--- src/rtl/pc_fetch_sequencer.sv ---
// pc_fetch_sequencer: owns the instruction pointer and sequences fetch.
// Free-runs or stalls the IP, applies one redirect per cycle (Jump > Call > Ret > Branch)
// and follows every redirect with a fixed-length flush window.
// Optional macro PC_RAS_EN adds a circular return-address stack for call/return;
// without it a call is a plain jump, a return is ignored and oRasError is tied low.
module pc_fetch_sequencer #(
    parameter int                ADDR_W       = 10,
    parameter int                FLUSH_CYCLES = 2,
    parameter logic [ADDR_W-1:0] RESET_VECTOR = '0,
    parameter int                RAS_DEPTH    = 4
) (
    input  logic              Clock,
    input  logic              Reset,
    input  logic              iStall,
    input  logic              iJumpTaken,
    input  logic              iBranchTaken,
    input  logic              iCall,
    input  logic              iRet,
    input  logic [ADDR_W-1:0] iJumpAddress,
    input  logic [5:0]        iBranchOffset,
    input  logic [ADDR_W-1:0] iBranchIP,
    output logic [ADDR_W-1:0] oIP,
    output logic              oIPValid,
    output logic              oFlush,
    output logic [1:0]        oState,
    output logic              oRasError
);

    typedef enum logic [1:0] {
        IDLE  = 2'd0,
        RUN   = 2'd1,
        FLUSH = 2'd2
    } state_t;

    state_t            state, state_nxt;
    logic [ADDR_W-1:0] ip, ip_nxt;
    logic              valid, valid_nxt;
    logic              flush, flush_nxt;
    logic [2:0]        cnt, cnt_nxt;
    logic              redirect;

    // Branch target: sign-magnitude offset, magnitude zero-extended, wraps modulo 2^ADDR_W.
    function automatic logic [ADDR_W-1:0] branch_target(input logic [ADDR_W-1:0] base,
                                                        input logic [5:0]        offset);
        logic [ADDR_W-1:0] mag;
        mag = ADDR_W'(offset[4:0]);
        return offset[5] ? (base - mag) : (base + mag);
    endfunction

`ifdef PC_RAS_EN
    localparam int PTR_W = (RAS_DEPTH > 1) ? $clog2(RAS_DEPTH) : 1;
    localparam int CNT_W = PTR_W + 1;

    logic [ADDR_W-1:0] ras_mem [RAS_DEPTH];
    logic [PTR_W-1:0]  ras_wp, ras_rd;
    logic [CNT_W-1:0]  ras_cnt;
    logic              ras_full, ras_empty;
    logic [ADDR_W-1:0] ras_top;
    logic              do_push, do_pop;
    logic              ras_err, ras_err_nxt;

    assign ras_full  = (ras_cnt == CNT_W'(RAS_DEPTH));
    assign ras_empty = (ras_cnt == '0);
    assign ras_rd    = (ras_wp == '0) ? PTR_W'(RAS_DEPTH - 1) : (ras_wp - PTR_W'(1));
    assign ras_top   = ras_mem[ras_rd];
`else
    logic unused_ras_cfg;
    assign unused_ras_cfg = iRet ^ (RAS_DEPTH == 0);
`endif

    // Next-state, next-IP and output decode; one redirect winner per cycle.
    always_comb begin
        state_nxt = state;
        ip_nxt    = ip;
        valid_nxt = valid;
        flush_nxt = flush;
        cnt_nxt   = cnt;
        redirect  = 1'b0;
`ifdef PC_RAS_EN
        do_push     = 1'b0;
        do_pop      = 1'b0;
        ras_err_nxt = 1'b0;
`endif
        case (state)
            IDLE: begin
                state_nxt = RUN;
                valid_nxt = 1'b1;
            end
            RUN: begin
                if (iJumpTaken) begin
                    ip_nxt   = iJumpAddress;
                    redirect = 1'b1;
                end else if (iCall) begin
                    ip_nxt   = iJumpAddress;
                    redirect = 1'b1;
`ifdef PC_RAS_EN
                    do_push     = 1'b1;
                    ras_err_nxt = ras_full;
`endif
                end
`ifdef PC_RAS_EN
                else if (iRet) begin
                    ip_nxt      = ras_empty ? RESET_VECTOR : ras_top;
                    redirect    = 1'b1;
                    do_pop      = 1'b1;
                    ras_err_nxt = ras_empty;
                end
`endif
                else if (iBranchTaken) begin
                    ip_nxt   = branch_target(iBranchIP, iBranchOffset);
                    redirect = 1'b1;
                end else if (!iStall) begin
                    ip_nxt = ip + ADDR_W'(1);
                end
                if (redirect) begin
                    state_nxt = FLUSH;
                    flush_nxt = 1'b1;
                    valid_nxt = 1'b0;
                    cnt_nxt   = 3'(FLUSH_CYCLES - 1);
                end
            end
            FLUSH: begin
                if (cnt == 3'd0) begin
                    state_nxt = RUN;
                    flush_nxt = 1'b0;
                    valid_nxt = 1'b1;
                end else begin
                    cnt_nxt = cnt - 3'd1;
                end
            end
            default: begin
                state_nxt = IDLE;
                valid_nxt = 1'b0;
                flush_nxt = 1'b0;
            end
        endcase
    end

    // State, IP and flush-counter registers; Reset forces the idle state from anywhere.
    always_ff @(posedge Clock) begin
        if (Reset) begin
            state <= IDLE;
            ip    <= RESET_VECTOR;
            valid <= 1'b0;
            flush <= 1'b0;
            cnt   <= 3'd0;
        end else begin
            state <= state_nxt;
            ip    <= ip_nxt;
            valid <= valid_nxt;
            flush <= flush_nxt;
            cnt   <= cnt_nxt;
        end
    end

`ifdef PC_RAS_EN
    // RAS control: write pointer, occupancy and the one-cycle error pulse.
    always_ff @(posedge Clock) begin
        if (Reset) begin
            ras_wp  <= '0;
            ras_cnt <= '0;
            ras_err <= 1'b0;
        end else begin
            ras_err <= ras_err_nxt;
            if (do_push) begin
                ras_wp <= (ras_wp == PTR_W'(RAS_DEPTH - 1)) ? '0 : (ras_wp + PTR_W'(1));
                if (!ras_full) begin
                    ras_cnt <= ras_cnt + CNT_W'(1);
                end
            end else if (do_pop && !ras_empty) begin
                ras_wp  <= ras_rd;
                ras_cnt <= ras_cnt - CNT_W'(1);
            end
        end
    end

    // RAS storage: a push when full lands on the oldest slot, overwriting it.
    always_ff @(posedge Clock) begin
        if (do_push) begin
            ras_mem[ras_wp] <= iBranchIP + ADDR_W'(1);
        end
    end

    assign oRasError = ras_err;
`else
    assign oRasError = 1'b0;
`endif

    assign oIP      = ip;
    assign oIPValid = valid;
    assign oFlush   = flush;
    assign oState   = state;

endmodule

--- config.mk ---
export PLATFORM = sky130hd
export DESIGN_NAME = pc_fetch_sequencer
export DESIGN_NICKNAME = d
export VERILOG_FILES = /design/src/rtl/pc_fetch_sequencer.sv
export SDC_FILE = /design/constraint.sdc
export NUM_CORES = 1
export LEC_CHECK = 0
export BUFFER_PORTS_ARGS = -buffer_cell sky130_fd_sc_hd__buf_2
export CELL_PAD_IN_SITES_DETAIL_PLACEMENT = 1
export CELL_PAD_IN_SITES_GLOBAL_PLACEMENT = 1
export CORE_UTILIZATION = 34
export CTS_CLUSTER_SIZE = 8
export DETAILED_ROUTE_END_ITERATION = 8
export PLACE_DENSITY = 0.83
export SLEW_MARGIN = 20
export SYNTH_ARGS = -nofsm -noshare
export SYNTH_HDL_FRONTEND = slang
export SYNTH_SLANG_ARGS = --single-unit
export TNS_END_PERCENT = 20
--- constraint.sdc ---
create_clock -name Clock -period 2.35 [get_ports Clock]
set_clock_uncertainty 0.15 [all_clocks]
set_input_delay 0.3525 -clock Clock [delete_from_list [all_inputs] [get_ports Clock]]
set_output_delay 0.3525 -clock Clock [all_outputs]
set_load 0.05 [all_outputs]
==> reports/metrics.cfg <==
[global_route]
grt_pass1_wl_mm=8.20
grt_antenna_before_repair=0
grt_use_total=0.202
grt_pass1_vias=1868
overflow=0
grt_max_degree=20

[final_layout]
regArea_um2=320
multi_input_area_um2=1290
fillCellCount=575
nets=323
antennaDiodeCount=0
layout-drive-gt1-share=0.377
syn_to_final_growth_pct=36.1

[yosys]
synth_top_area_cell=dfxtp_1
syn_avg_cell_area_um2=7.82
ys_seq_elements=16
synth-main-ff-cell=dfxtp_1
netlist_area_um2=1630
synth_cells=209
synth.area.mux_share=0.0253
yosysTopAreaCellShare=0.196
synth_cell_types=60
synth-compound-area-share=0.257
yosysWarnings=0
synth_fa_ha_area_frac=0.119
yosys-top-cells-area=dfxtp_1 20%, ha_1 11%, a21oi_1 4.3%, nor2_1 3.9%, xnor2_1 3.2%
seq_area_frac_synth=0.196
synth-simple-area-share=0.291
synth_top_family_by_area=simple AND/OR/NAND/NOR gates
synth-xor-area-share=0.0429
async_flop_share=0
syn_nets=257
synth_edf_count=0

[cts]
numClockSinks=16
clkSlewWorstSetupHoldPaths_ns=0.06
postCtsHoldBufs=0
cts_root_buf=clkbuf_8
cts_tree=built
cts_max_path_buffers=2
cts.htree.levels=1
cts_made_buffers=3
clock_latency_ns=0.25

[worst_setup_path]
path_class=primary input to register
cp_max_fo=4
critPathLaunch=iBranchOffset[1]
r2r_start=oIP[0]
worstSetupEndpoint=oIP[8]
required_ns=2.37
cp_data_arrival_time_ns=2.37
r2r_cells=6
start_kind=primary input
reg2reg_to=oIP[8]
end_kind=register
reg2reg_slack_ns=0.41

[sta]
fmax_mhz=425
hold_viol=0
fin_ws_ns=-0.000486
finalSetupViolCount=1
post-route-period-util=1.00
finalMaxSlewViolations=0
finalSetupTns_ns=-0.000486
hold_ws_ns=0.233
rsz0062_at_grt=yes
finalCriticalPeriod_ns=2.35

[route]
vias=1857
routed_wl_mm=5.07
drtPass1Iterations=6
viasPerCell=5.71
wl_per_cell_um=15.6
ant_nets=0
drcViolationCount=4
drt_iter0_drc=69

[die]
initial_utilization=0.365
die_x_um=71.3
io_pins=48
die-area_um2=5090
core-area_um2=4470
die_h_um=71.3
rows=24

[pwr]
ir_drop_v=0.000220
power.density_nw_per_um2=465
p_leak_nw=1.00
finalPower_w=0.00103

[place]
dp_hpwl_mm=4.07
routabilityCongestion=0.784
portBuffers=45

[outcome]
status=finished with violations
violations=DRC, setup timing

[run]
maxCapViolations=0

[min_path]
hold_class=primary input to register

## state kept, by name, summed over array words and instances (netlist names)
| signal | flops |
|---|---|
| oState | 1 |
| oIPValid | 1 |
| oIP | 10 |
| oFlush | 1 |
| cnt | 3 |
## worst min-delay path by stage
stage	startpoint	endpoint	slack, ns	cells after the start
3_5_place_dp	cnt[1]	cnt[1]	0.36	2
5_1_grt	iJumpAddress[0]	oIP[0]	0.23	3
4_1_cts	iJumpAddress[0]	oIP[0]	0.23	3
3_3_place_gp	cnt[1]	cnt[1]	0.34	2
2_1_floorplan	cnt[1]	cnt[1]	0.32	2
6_report	iJumpAddress[0]	oIP[0]	0.23	3
## timing repair
| item | 4_1_cts | 5_1_grt |
|---|---|---|
| buffers inserted | 0 | 1 |
| resized for setup | 8 | 9 |
| setup endpoints to repair | 7 | 7 |
| pin swaps | 4 | 7 |
## where the power goes
group / internal [W] / switching [W]
clock network: 0.000114 / 0.0000950
logic: 0.000210 / 0.000290
registers: 0.000294 / 0.0000297
total: 0.000618 / 0.000415
## synth_stat cells (4+ instances only)
cell and number:
nor2_1 17, xnor2_1 6, nor2b_1 6, o21ai_0 8
dfxtp_1 16, a211oi_1 5, nand4_1 4, ha_1 14
inv_1 9, a21oi_1 14, nand2_1 11, and3_1 5
nor3_1 9, nand3_1 7, clkbuf_1 4
## critical path, cell delays in order
cell and delay (ns):
buf_12 0.09, inv_12 0.03, ha_4 0.14, and2_4 0.14, ha_4 0.25, mux2i_1 0.06, ha_1 0.36, o21a_1 0.14
o31a_1 0.16, o221a_2 0.30, o21a_1 0.17, o31ai_1 0.17
## per-layer routing
metal,routed length [µm],up-vias,track usage
met1,2120,893,0.226
met5,0,-,0
li1,-,916,-
met2,2690,38,0.384
met4,97,0,0.0889
met3,167,10,0.0197
## logic make-up after synthesis
group	after synthesis
XOR/XNOR	8
AO/OA/AOI/OAI	59
AND/OR/NAND/NOR	86
other	1
buffers and inverters	20
multiplexers	4
flip-flops	16
adder cells (fa/ha/maj)	15
## cells in the final DEF (no fill, tap or decap), types with 4 or more instances in the layout
cell type	synthesis	layout
a211oi_1	5	4
a21oi_1	14	14
nor3_1	9	9
ha_1	14	12
nand4_1	4	4
dfxtp_1	16	16
buf_2	0	43
nand3_1	7	7
and3_1	5	5
nor2_1	17	16
buf_4	3	26
nor2b_1	6	4
o21ai_0	8	6
nand2_1	11	11
xnor2_1	6	6
inv_1	9	7
## area by class of cell
type                    count  share of cell area
flip-flops and latches     16               0.144
well taps                  52              0.0293
repair buffers             71               0.200
clock buffers               3              0.0186
inverters                  10              0.0259
multi-input cells         173               0.582
## through the flow
step	area (µm²)	worst slack, ns	utilization	cells
6_report	2220	-0.000486	0.497	325
4_1_cts	2180	-0.0271	0.488	324
2_1_floorplan	1710	-0.125	-	209
3_5_place_dp	2110	-0.388	0.471	321
3_3_place_gp	2110	-0.313	0.471	321
5_1_grt	2220	-0.0899	0.497	325
No activity file was read; power rests on OpenSTA's default activity.
